[src/rtl/quiz_countdown_display_if.sv]
// Player-selector <-> countdown/display connection for the 4-player quiz buzzer.
// The selector drives the master side; quiz_countdown_display is the slave.
interface quiz_countdown_display_if;
  logic       Timer_Start;
  logic [3:0] Player_Number;
  logic       TimerL;
  logic [6:0] Sec_Remain;
  logic [7:0] Seg;
  logic [3:0] Dig_Sel;
  logic       Warn_Beep;

  modport master (
    output Timer_Start, Player_Number,
    input  TimerL, Sec_Remain, Seg, Dig_Sel, Warn_Beep
  );

  modport slave (
    input  Timer_Start, Player_Number,
    output TimerL, Sec_Remain, Seg, Dig_Sel, Warn_Beep
  );
endinterface

[src/rtl/quiz_countdown_display.sv]
// Quiz countdown timer with a 4-digit multiplexed 7-segment driver.
// Define COUNTDOWN_BEEP_EN to build the last-seconds warning beep; otherwise Warn_Beep is tied low.
module quiz_countdown_display #(
  parameter int CLK_HZ    = 50_000_000,
  parameter int START_SEC = 9,
  parameter int SCAN_DIV  = 50_000
) (
  input  logic                     CLK,
  input  logic                     RSTn,
  quiz_countdown_display_if.slave  bus
);

  localparam int PW = (CLK_HZ   > 1) ? $clog2(CLK_HZ)   : 1;
  localparam int SW = (SCAN_DIV > 1) ? $clog2(SCAN_DIV) : 1;

  typedef enum logic [1:0] {RUN, FROZEN, EXPIRED} state_t;

  state_t        state;
  logic [PW-1:0] presc;
  logic [6:0]    sec_remain;
  logic          timer_l;
  logic          start_q;

  // Countdown FSM. start_q delays Timer_Start by one cycle, so a freeze
  // sampled in the same cycle as a tick suppresses that tick.
  // NOTE: sequential state uses non-blocking assignments so every register
  // samples pre-edge values, independent of statement order.
  always_ff @(posedge CLK or negedge RSTn) begin
    if (!RSTn) begin
      state      <= RUN;
      presc      <= '0;
      sec_remain <= 7'(START_SEC);
      timer_l    <= 1'b0;
      start_q    <= 1'b1;
    end else begin
      start_q <= bus.Timer_Start;
      case (state)
        RUN: begin
          if (!start_q) begin
            state <= FROZEN;
          end else if (presc == PW'(CLK_HZ - 1)) begin
            presc <= '0;
            if (sec_remain == 7'd1) begin
              sec_remain <= 7'd0;
              timer_l    <= 1'b1;
              state      <= EXPIRED;
            end else begin
              sec_remain <= sec_remain - 7'd1;
            end
          end else begin
            presc <= presc + PW'(1);
          end
        end
        FROZEN:  state <= FROZEN;
        EXPIRED: state <= EXPIRED;
        default: state <= RUN;
      endcase
    end
  end

  assign bus.Sec_Remain = sec_remain;
  assign bus.TimerL     = timer_l;

`ifdef COUNTDOWN_BEEP_EN
  assign bus.Warn_Beep = (state == RUN) && (sec_remain >= 7'd1) && (sec_remain <= 7'd3)
                         && (presc < PW'(CLK_HZ / 4));
`else
  assign bus.Warn_Beep = 1'b0;
`endif

  function automatic logic [6:0] seg_code(input logic [3:0] val);
    case (val)
      4'd0:    seg_code = 7'b1000000;
      4'd1:    seg_code = 7'b1111001;
      4'd2:    seg_code = 7'b0100100;
      4'd3:    seg_code = 7'b0110000;
      4'd4:    seg_code = 7'b0011001;
      4'd5:    seg_code = 7'b0010010;
      4'd6:    seg_code = 7'b0000010;
      4'd7:    seg_code = 7'b1111000;
      4'd8:    seg_code = 7'b0000000;
      4'd9:    seg_code = 7'b0010000;
      default: seg_code = 7'b1111111;
    endcase
  endfunction

  logic [SW-1:0] scan_cnt;
  logic [1:0]    dig_idx;
  logic [1:0]    idx_next;
  logic [3:0]    tens;
  logic [3:0]    units;
  logic [3:0]    digit_val;
  logic          digit_blank;

  assign tens  = 4'(sec_remain / 7'd10);
  assign units = 4'(sec_remain % 7'd10);

  // Content is chosen for the digit that will be enabled after this edge,
  // so segments and enables always switch together.
  // NOTE: every always_comb output gets a default first so no path infers a latch.
  always_comb begin
    idx_next    = (scan_cnt == SW'(SCAN_DIV - 1)) ? dig_idx + 2'd1 : dig_idx;
    digit_val   = 4'd0;
    digit_blank = 1'b1;
    case (idx_next)
      2'd0: begin
        digit_val   = units;
        digit_blank = 1'b0;
      end
      2'd1: begin
        digit_val   = tens;
        digit_blank = (tens == 4'd0);
      end
      2'd3: begin
        if (bus.Player_Number >= 4'd1 && bus.Player_Number <= 4'd4) begin
          digit_val   = bus.Player_Number;
          digit_blank = 1'b0;
        end
      end
      default: ;
    endcase
  end

  logic [7:0] seg;
  logic [3:0] dig_sel;

  always_ff @(posedge CLK or negedge RSTn) begin
    if (!RSTn) begin
      scan_cnt <= '0;
      dig_idx  <= 2'd0;
      seg      <= 8'hFF;
      dig_sel  <= 4'b1110;
    end else begin
      scan_cnt <= (scan_cnt == SW'(SCAN_DIV - 1)) ? '0 : scan_cnt + SW'(1);
      dig_idx  <= idx_next;
      seg      <= {1'b1, digit_blank ? 7'b1111111 : seg_code(digit_val)};
      dig_sel  <= ~(4'b0001 << idx_next);
    end
  end

  assign bus.Seg     = seg;
  assign bus.Dig_Sel = dig_sel;

endmodule

[src/flat_wrapper.sv]
// flat-port wrapper written by rule: the top's interface ports become plain ports
module quiz_countdown_display_flat 
#(
  parameter int CLK_HZ    = 50_000_000,
  parameter int START_SEC = 9,
  parameter int SCAN_DIV  = 50_000
)
  (CLK, RSTn, bus_Timer_Start, bus_Player_Number, bus_TimerL, bus_Sec_Remain, bus_Seg, bus_Dig_Sel, bus_Warn_Beep);
  quiz_countdown_display_if bus_i ();
  input  logic CLK;
  input  logic RSTn;
  input wire logic [$bits(bus_i.Timer_Start)-1:0] bus_Timer_Start;
  input wire logic [$bits(bus_i.Player_Number)-1:0] bus_Player_Number;
  output wire logic [$bits(bus_i.TimerL)-1:0] bus_TimerL;
  output wire logic [$bits(bus_i.Sec_Remain)-1:0] bus_Sec_Remain;
  output wire logic [$bits(bus_i.Seg)-1:0] bus_Seg;
  output wire logic [$bits(bus_i.Dig_Sel)-1:0] bus_Dig_Sel;
  output wire logic [$bits(bus_i.Warn_Beep)-1:0] bus_Warn_Beep;
  assign bus_i.Timer_Start = bus_Timer_Start;
  assign bus_i.Player_Number = bus_Player_Number;
  assign bus_TimerL = bus_i.TimerL;
  assign bus_Sec_Remain = bus_i.Sec_Remain;
  assign bus_Seg = bus_i.Seg;
  assign bus_Dig_Sel = bus_i.Dig_Sel;
  assign bus_Warn_Beep = bus_i.Warn_Beep;
  quiz_countdown_display #(.CLK_HZ(CLK_HZ), .START_SEC(START_SEC), .SCAN_DIV(SCAN_DIV)) u_core (.CLK(CLK), .RSTn(RSTn), .bus(bus_i));
endmodule
[config.mk]
export PLATFORM = sky130hd
export DESIGN_NAME = quiz_countdown_display_flat
export DESIGN_NICKNAME = d
export VERILOG_FILES = /design/src/rtl/quiz_countdown_display_if.sv /design/src/rtl/quiz_countdown_display.sv /design/src/flat_wrapper.sv
export SDC_FILE = /design/constraint.sdc
export NUM_CORES = 1
export LEC_CHECK = 0
export ABC_AREA = 1
export CAP_MARGIN = 5
export CORE_MARGIN = 4
export CORE_UTILIZATION = 50
export DETAILED_ROUTE_END_ITERATION = 12
export PLACE_DENSITY = 0.74
export SYNTH_ARGS = -nofsm -noshare
export SYNTH_HDL_FRONTEND = slang
export SYNTH_SLANG_ARGS = --single-unit
export TNS_END_PERCENT = 30
[constraint.sdc]
create_clock -name CLK -period 3.3 [get_ports CLK]
set_input_delay 0.66 -clock CLK [delete_from_list [all_inputs] [get_ports CLK]]
set_output_delay 0.66 -clock CLK [all_outputs]
set_load 0.05 [all_outputs]
==> impl_table.tex, run 1 <==
\begin{tabular}{lr}
\hline
Metric & Value \\
\hline
\multicolumn{2}{l}{\textbf{Logic synthesis}} \\
Largest area contributor in the synthesized netlist & sky130\_fd\_sc\_hd\_\_dfrtp\_1 \\
Area of the mapped netlist & 3920 um2 \\
Per-instance average area after synthesis & 7.85 um2 \\
FFs w/ async S/R, synth & 1.00 \\
Synth Flop Type & sky130\_fd\_sc\_hd\_\_dfrtp\_1 \\
Number of distinct library cell variants in the gate-level netlist after synthesis & 43 \\
Most repeated cell in the gate-level netlist after synthesis & sky130\_fd\_sc\_hd\_\_nand2\_1 \\
Number of synthesis warnings & 0 \\
Fraction of post-synthesis cell area in the top cell type by area & 0.339 \\
Share of synthesized area occupied by flip-flops and latches & 0.426 \\
Post-synthesis sequential element count & 66 \\
Net count of the mapped netlist & 518 \\
Gate Count Post-Synth & 499 \\
Top area cells in the synthesized netlist & sky130\_fd\_sc\_hd\_\_dfrtp\_1 34\%, sky130\_fd\_sc\_hd\_\_dfstp\_2 8.7\%, sky130\_fd\_sc\_hd\_\_nand2\_1 8.0\% \\
Number of flops mapped to enable cells by yosys & 0 \\
Top cells by count, synth & 83 x sky130\_fd\_sc\_hd\_\_nand2\_1, 81 x sky130\_fd\_sc\_hd\_\_inv\_1, 57 x sky130\_fd\_sc\_hd\_\_nor2\_1, 53 x sky130\_fd\_sc\_hd\_\_dfrtp\_1, 38 x sky130\_fd\_sc\_hd\_\_nand3\_1 \\
\multicolumn{2}{l}{\textbf{Worst setup path}} \\
Crit path cell chain & inv\_2 -> nand2\_2 -> nand3\_2 -> nand2\_2 -> nand2\_4 -> o21ai\_2 -> nand3\_1 -> nand2\_1 -> clkinv\_2 -> ha\_1 -> inv\_1 -> nand3\_4 -> nand4\_1 -> nand3\_1 -> nand2\_2 -> inv\_1 -> ha\_1 -> inv\_1 -> nand3\_1 -> nand3\_1 -> nand3\_1 \\
Largest fanout of any net on the critical path & 6 \\
CP max stage delay & 470 ps \\
Buffers and inverters on the worst path & 5 \\
Worst Reg-to-Reg Cells & 21 \\
Arrival time worst endpoint & 3210 ps \\
Worst setup path category & flop to flop \\
Most Frequent Cell on Critical Path & sky130\_fd\_sc\_hd\_\_nand3\_1 \\
Critical Path Sink Type & flop \\
CP startpoint kind & flop \\
CP top delay family & simple AND/OR/NAND/NOR gates \\
Number of stages on the worst setup path & 21 \\
Required time worst endpoint & 3560 ps \\
Slowest cell on the critical path & sky130\_fd\_sc\_hd\_\_dfrtp\_1 \\
\multicolumn{2}{l}{\textbf{Timing}} \\
Final period demand of the worst path & 2940 ps \\
Slack of the critical path & 356 ps \\
Final setup violation count & 0 \\
Fin. max-slew vios & 0 \\
Worst Clk Skew & 11.3 ps \\
Crit share post-route & 0.892 \\
Final total negative setup slack & 0 ps \\
Maximum frequency from static timing analysis & 340 MHz \\
Pin slew with the least headroom to its limit & 513 ps \\
RSZ-0062 raised after global routing & false \\
Hold Violations, Final & 0 \\
Relative slew slack & 0.657 \\
\multicolumn{2}{l}{\textbf{Power}} \\
Overall power of the completed layout & 1.55 mW \\
Cell-internal power & 1.21 mW \\
Static Leakage & 2.10 nW \\
Comb power frac & 0.022 \\
Power per unit of standard cell area & 346 nW/um2 \\
Proportion of power drawn by flip-flops and latches & 0.526 \\
Switching Share & 0.220 \\
Worst voltage drop across the vdd grid & 0.000310 V \\
Clock share of power & 0.451 \\
Switching component of the power & 0.342 mW \\
\multicolumn{2}{l}{\textbf{Finish}} \\
Combined area of the multi-input logic cells & 1870 um2 \\
Sequential cell area & 1670 um2 \\
Fraction of layout cells with a size suffix above 1 & 0.144 \\
Fraction of the core area covered by cells at the end of the flow & 0.584 \\
Number of fill cells & 702 \\
N\_diodes & 0 \\
Area grow syn2layout & 14.6\% \\
Post-layout nets & 550 \\
\multicolumn{2}{l}{\textbf{Routing}} \\
Via count & 3255 \\
Average wire per cell in the routed design & 12.2 um \\
Iteration-0 DRC count of the detailed router & 186 \\
Ratio of routed vias to standard cells & 5.10 \\
Post-route DRC violation count & 0 \\
Antenna-violating nets left & 0 \\
First-pass iteration count of the detailed router & 4 \\
Total wire length after detailed routing & 7.78 mm \\
\multicolumn{2}{l}{\textbf{Global routing}} \\
Largest net degree at the start of global routing & 43 \\
Total routing resource utilization after global routing & 0.177 \\
Wire length of the first global-routing pass & 13.2 mm \\
Initial antenna violation count & 0 \\
Vias in the first global route & 3115 \\
GR Overflow Total & 0 \\
\multicolumn{2}{l}{\textbf{Clock network}} \\
Maximum count of clock buffers along a single path & 2 \\
Number of buffers inserted to repair setup after CTS & 0 \\
Cell chosen for the clock root & sky130\_fd\_sc\_hd\_\_clkbuf\_8 \\
Hold-fix buffers, CTS & 0 \\
Level count of the clock H-tree & 3 \\
CTS tree & done \\
\# resized after CTS & 0 \\
Num CTS Buffers & 9 \\
Sinks on the clock net & 66 \\
Skew-Pair Late Insertion Delay & 340 ps \\
Clock slew at the register clock pins of the worst setup and hold paths & 80 ps \\
\multicolumn{2}{l}{\textbf{Die}} \\
Horizontal die dimension & 96.5 um \\
Floorplan Core Area & 7690 um2 \\
IO Count & 28 \\
Row Count & 32 \\
Area of the die & 9310 um2 \\
Die height & 96.5 um \\
Starting density of the core & 0.509 \\
\multicolumn{2}{l}{\textbf{Placement}} \\
Number of buffers inserted by port buffering & 25 \\
Post-DP HPWL & 5.96 mm \\
Global placer's final weighted congestion & 0.888 \\
Pre-CTS worst setup slack & 366 ps \\
\multicolumn{2}{l}{\textbf{Outcome}} \\
Result of the run & completed \\
\multicolumn{2}{l}{\textbf{Run}} \\
Maximum capacitance violations & 0 \\
\multicolumn{2}{l}{\textbf{Worst hold path}} \\
Type of the worst min-delay path & input pin to async pin \\
\hline
\end{tabular}
==> layout make-up <==
type | count | area share
timing repair buffer | 27 | 0.0580
tap | 102 | 0.0284
clock inverter | 4 | 0.00613
sequential | 66 | 0.372
inverter | 92 | 0.0772
multi-input combinational | 335 | 0.417
clock buffer | 12 | 0.0418
==> logic make-up (layout without fill, tap and decap cells) <==
group,Yosys count,in the layout,synth area share
flops,66,66,0.426
buf+inv,98,135,0.0965
xor+xnor,16,16,0.0377
other cells,2,2,0.00192
mux,2,2,0.00511
compound gates,43,43,0.0693
simple gates,260,260,0.325
fa+ha+maj,12,12,0.0383
==> sequential cells by signal (all words and copies together) (netlist names) <==
register / count
u_core.bus.Dig_Sel: 4
u_core.bus.Sec_Remain: 7
u_core.bus.Seg: 7
u_core.bus.TimerL: 1
u_core.dig_idx: 2
u_core.presc: 26
u_core.scan_cnt: 16
u_core.start_q: 1
u_core.state: 2
==> final timing paths <==
| kind | from | endpoint | slack [ps] |
|---|---|---|---|
| min | RSTn | u_core.scan_cnt[7] | 270 |
| max reg2reg | u_core.bus.Sec_Remain[6] | u_core.bus.Seg[0] | 360 |
| min in group CLK | u_core.scan_cnt[0] | u_core.scan_cnt[0] | 460 |
| max in group asynchronous | RSTn | u_core.bus.Sec_Remain[0] | 2110 |
| max | u_core.bus.Sec_Remain[6] | u_core.bus.Seg[0] | 360 |
| min reg2reg | u_core.scan_cnt[0] | u_core.scan_cnt[0] | 460 |
==> through the flow <==
stage,hold WS (ps),cells,area (um2)
after floorplan,364,499,3920
after global placement,439,622,4270
after detailed placement,458,622,4270
after CTS,286,638,4490
after global routing,310,638,4490
final,274,638,4490
==> layer usage <==
layer  track usage  routed length (um)  up-vias
met5             0                   0        -
met1         0.233                3550     1497
li1              -                   -     1666
met3        0.0364                 362       12
met4        0.0607                 120        0
met2         0.293                3740       80
==> cells in the final DEF, fill, tap and decap left out, types with 2 or more instances in the layout <==
master / n
sky130_fd_sc_hd__dfrtp_1: 53
sky130_fd_sc_hd__dfstp_2: 13
sky130_fd_sc_hd__nor3_1: 22
sky130_fd_sc_hd__buf_4: 2
sky130_fd_sc_hd__nor4_1: 12
sky130_fd_sc_hd__nor3b_1: 2
sky130_fd_sc_hd__nor2_2: 2
sky130_fd_sc_hd__inv_1: 81
sky130_fd_sc_hd__nand3_4: 2
sky130_fd_sc_hd__clkbuf_8: 10
sky130_fd_sc_hd__nand2_4: 4
sky130_fd_sc_hd__o21ai_0: 15
sky130_fd_sc_hd__conb_1: 2
sky130_fd_sc_hd__a211oi_1: 2
sky130_fd_sc_hd__nor2_1: 57
sky130_fd_sc_hd__nand3_1: 38
sky130_fd_sc_hd__xnor2_1: 4
sky130_fd_sc_hd__inv_2: 10
sky130_fd_sc_hd__o21a_1: 3
sky130_fd_sc_hd__nand2_1: 83
sky130_fd_sc_hd__nand3_2: 6
sky130_fd_sc_hd__a21oi_1: 13
sky130_fd_sc_hd__xor2_1: 11
sky130_fd_sc_hd__o21ai_2: 2
sky130_fd_sc_hd__ha_1: 12
sky130_fd_sc_hd__clkbuf_16: 2
sky130_fd_sc_hd__clkinv_2: 2
sky130_fd_sc_hd__nand4_1: 16
sky130_fd_sc_hd__nand2_2: 12
sky130_fd_sc_hd__mux2i_1: 2
sky130_fd_sc_hd__clkdlybuf4s50_1: 24
==> worst reg2reg max path, cell delays in order, from the launching register on <==
cell and delay (ps):
sky130_fd_sc_hd__dfrtp_1 470, sky130_fd_sc_hd__inv_2 80, sky130_fd_sc_hd__nand2_2 100, sky130_fd_sc_hd__nand3_2 80, sky130_fd_sc_hd__nand2_2 120, sky130_fd_sc_hd__nand2_4 90, sky130_fd_sc_hd__o21ai_2 250, sky130_fd_sc_hd__nand3_1 160
sky130_fd_sc_hd__nand2_1 120, sky130_fd_sc_hd__clkinv_2 60, sky130_fd_sc_hd__ha_1 170, sky130_fd_sc_hd__inv_1 100, sky130_fd_sc_hd__nand3_4 110, sky130_fd_sc_hd__nand4_1 90, sky130_fd_sc_hd__nand3_1 100, sky130_fd_sc_hd__nand2_2 140
sky130_fd_sc_hd__inv_1 100, sky130_fd_sc_hd__ha_1 200, sky130_fd_sc_hd__inv_1 60, sky130_fd_sc_hd__nand3_1 90, sky130_fd_sc_hd__nand3_1 90, sky130_fd_sc_hd__nand3_1 80
==> power by group through the flow <==
stage	Clock, mW	Combinational [mW]	Sequential (mW)
floorplan	0	0.0133	0.832
global placement	0	0.0357	0.832
detailed placement	0	0.0365	0.832
CTS	0.720	0.0366	0.817
global route	0.760	0.0409	0.818
finish	0.700	0.0348	0.817
(Power assumes the default switching activity.)
==> inputs of run 2 (changes only) <==
PLACE_DENSITY = not set   (was 0.74)
PLACE_DENSITY_LB_ADDON = 0.05   (was not set)
==> impl_table.tex, run 2 (same netlist as run 1, synthesis figures left out) <==
\begin{tabular}{lr}
\hline
Metric & Value \\
\hline
\multicolumn{2}{l}{\textbf{Placement}} \\
Instance area at placement & 4280 um2 \\
Pre-CTS worst setup slack & 342 ps \\
Number of buffers inserted by port buffering & 25 \\
Dpl cells & 623 \\
Global placer's final weighted congestion & 0.882 \\
Post-DP HPWL & 6.19 mm \\
\multicolumn{2}{l}{\textbf{Timing}} \\
Worst Clk Skew & 13.8 ps \\
Hold Violations, Final & 0 \\
Final total negative setup slack & 0 ps \\
Final setup violation count & 0 \\
Fin. max-slew vios & 0 \\
Crit share post-route & 0.895 \\
Maximum frequency from static timing analysis & 339 MHz \\
Slack of the critical path & 346 ps \\
Final period demand of the worst path & 2950 ps \\
RSZ-0062 raised after global routing & false \\
Minimum hold slack & 237 ps \\
Relative slew slack & 0.629 \\
Pin slew with the least headroom to its limit & 551 ps \\
\multicolumn{2}{l}{\textbf{Finish}} \\
Number of flip-flops under the largest register name & 26 \\
Post-layout nets & 551 \\
Commonest non-fill, non-tap cell in the layout & sky130\_fd\_sc\_hd\_\_nand2\_1 \\
Number of fill cells & 740 \\
Largest registers & u\_core.presc (26), u\_core.scan\_cnt (16) \\
Register with the highest flop count & u\_core.presc \\
Commonest cells after routing, fill and taps aside & 83 x sky130\_fd\_sc\_hd\_\_nand2\_1, 81 x sky130\_fd\_sc\_hd\_\_inv\_1, 57 x sky130\_fd\_sc\_hd\_\_nor2\_1 \\
Non-filler instance count after layout & 639 \\
Fraction of the core area covered by cells at the end of the flow & 0.584 \\
Area grow syn2layout & 14.6\% \\
Total non-filler cell area in the finished layout & 4490 um2 \\
Fraction of layout cells with a size suffix above 1 & 0.145 \\
N\_diodes & 0 \\
\multicolumn{2}{l}{\textbf{Clock network}} \\
Maximum count of clock buffers along a single path & 2 \\
Level count of the clock H-tree & 3 \\
Clock slew at the register clock pins of the worst setup and hold paths & 80 ps \\
Cell chosen for the clock root & sky130\_fd\_sc\_hd\_\_clkbuf\_8 \\
Num CTS Buffers & 9 \\
Skew-Pair Late Insertion Delay & 350 ps \\
Sinks on the clock net & 66 \\
CTS tree & done \\
Number of buffers inserted to repair setup after CTS & 0 \\
\multicolumn{2}{l}{\textbf{Power}} \\
Static Leakage & 2.09 nW \\
Switching component of the power & 0.371 mW \\
Worst voltage drop across the vdd grid & 0.000215 V \\
Cell-internal power & 1.17 mW \\
Overall power of the completed layout & 1.54 mW \\
Power per unit of standard cell area & 344 nW/um2 \\
Clock share of power & 0.447 \\
Proportion of power drawn by flip-flops and latches & 0.529 \\
Comb power frac & 0.024 \\
Switching Share & 0.241 \\
\multicolumn{2}{l}{\textbf{Die}} \\
IO Count & 28 \\
Die height & 96.5 um \\
Horizontal die dimension & 96.5 um \\
Floorplan Core Area & 7690 um2 \\
Area of the die & 9310 um2 \\
Row Count & 32 \\
Starting density of the core & 0.509 \\
\multicolumn{2}{l}{\textbf{Routing}} \\
Post-route DRC violation count & 0 \\
Via count & 3228 \\
Total wire length after detailed routing & 8.00 mm \\
First-pass iteration count of the detailed router & 4 \\
Antenna-violating nets left & 0 \\
Average wire per cell in the routed design & 12.5 um \\
Ratio of routed vias to standard cells & 5.05 \\
Iteration-0 DRC count of the detailed router & 164 \\
\multicolumn{2}{l}{\textbf{Worst setup path}} \\
Critical Path Sink Type & flop \\
CP startpoint kind & flop \\
Critical R2R Capture & u\_core.bus.Seg[3] \\
Arrival time worst endpoint & 3220 ps \\
Startpoint of the most critical register-to-register path & u\_core.bus.Sec\_Remain[4] \\
Crit path launch & u\_core.bus.Sec\_Remain[4] \\
Required time worst endpoint & 3560 ps \\
Worst Reg-to-Reg Cells & 22 \\
Largest fanout of any net on the critical path & 5 \\
Capture point of the critical path & u\_core.bus.Seg[3] \\
Worst setup path category & flop to flop \\
Internal reg-to-reg setup slack & 350 ps \\
\multicolumn{2}{l}{\textbf{Run}} \\
Maximum capacitance violations & 0 \\
\multicolumn{2}{l}{\textbf{Outcome}} \\
Result of the run & completed \\
\multicolumn{2}{l}{\textbf{Global routing}} \\
Total routing resource utilization after global routing & 0.190 \\
Largest net degree at the start of global routing & 29 \\
GR Overflow Total & 0 \\
Vias in the first global route & 3064 \\
Wire length of the first global-routing pass & 13.7 mm \\
Initial antenna violation count & 0 \\
\multicolumn{2}{l}{\textbf{Worst hold path}} \\
Type of the worst min-delay path & input pin to async pin \\
\hline
\end{tabular}
==> run 2: cell types whose count changed in the layout (fill, tap and decap cells not counted), sizes merged <==
cell / before / now
buf: 3 / 4
inv: 93 / 91
clkinv: 2 / 6
bufinv: 0 / 1
clkbuf: 12 / 9
==> run 2: how the worst min path moves through the flow <==
stage,endpoint,slack [ps],depth (start not counted)
final,u_core.scan_cnt[9],240,1
after global routing,u_core.scan_cnt[9],240,1
after CTS,u_core.presc[13],240,1
after detailed placement,u_core.state[0],450,1
after global placement,u_core.state[0],440,1
after floorplan,u_core.bus.Dig_Sel[0],360,0
==> run 2: metal layers <==
layer | up-vias | GRT usage | wire length (um)
li1 | 1661 | - | -
met1 | 1512 | 0.250 | 3890
met2 | 53 | 0.310 | 3840
met3 | 2 | 0.0418 | 250
met4 | 0 | 0.0596 | 23
met5 | - | 0 | 0
==> run 2: worst max-delay path: stages (launching register included) <==
cell and delay, ps:
sky130_fd_sc_hd__dfrtp_1 440, sky130_fd_sc_hd__inv_1 160, sky130_fd_sc_hd__nand3_2 120, sky130_fd_sc_hd__nand3_2 90, sky130_fd_sc_hd__nand2_2 80, sky130_fd_sc_hd__nand2_4 120, sky130_fd_sc_hd__nand2_1 100, sky130_fd_sc_hd__o21ai_4 100
sky130_fd_sc_hd__nand3_1 150, sky130_fd_sc_hd__nand2_1 120, sky130_fd_sc_hd__clkinv_2 60, sky130_fd_sc_hd__ha_1 170, sky130_fd_sc_hd__inv_1 100, sky130_fd_sc_hd__nand3_4 110, sky130_fd_sc_hd__nand4_1 80, sky130_fd_sc_hd__nand3_1 100
sky130_fd_sc_hd__nand2_2 150, sky130_fd_sc_hd__inv_1 100, sky130_fd_sc_hd__ha_1 200, sky130_fd_sc_hd__inv_1 50, sky130_fd_sc_hd__nand3_1 80, sky130_fd_sc_hd__nand3_1 100, sky130_fd_sc_hd__nand3_1 70
==> run 2: area by class of cell <==
type	instances	area, um2	share of cell area
multi-input cells	335	1890	0.420
inverters	92	347	0.0772
clock buffers	9	124	0.0276
well taps	102	128	0.0284
flip-flops and latches	66	1670	0.372
clock inverters	7	70.1	0.0156
repair buffers	28	268	0.0596
==> run 2: power groups by stage <==
stage | combinational (mW) | sequential [mW] | clock [mW]
CTS | 0.0387 | 0.817 | 0.708
finish | 0.0370 | 0.817 | 0.690
global placement | 0.0374 | 0.832 | 0
global route | 0.0433 | 0.817 | 0.743
detailed placement | 0.0388 | 0.832 | 0
floorplan | 0.0133 | 0.832 | 0
==> run 2: what timing repair did <==
| item | 4_1_cts | 5_1_grt |
|---|---|---|
| gates resized for setup | 0 | 2 |
| hold buffers | 0 | 0 |
| hold endpoints to repair | 0 | 0 |
| setup endpoints to repair | 0 | 1 |
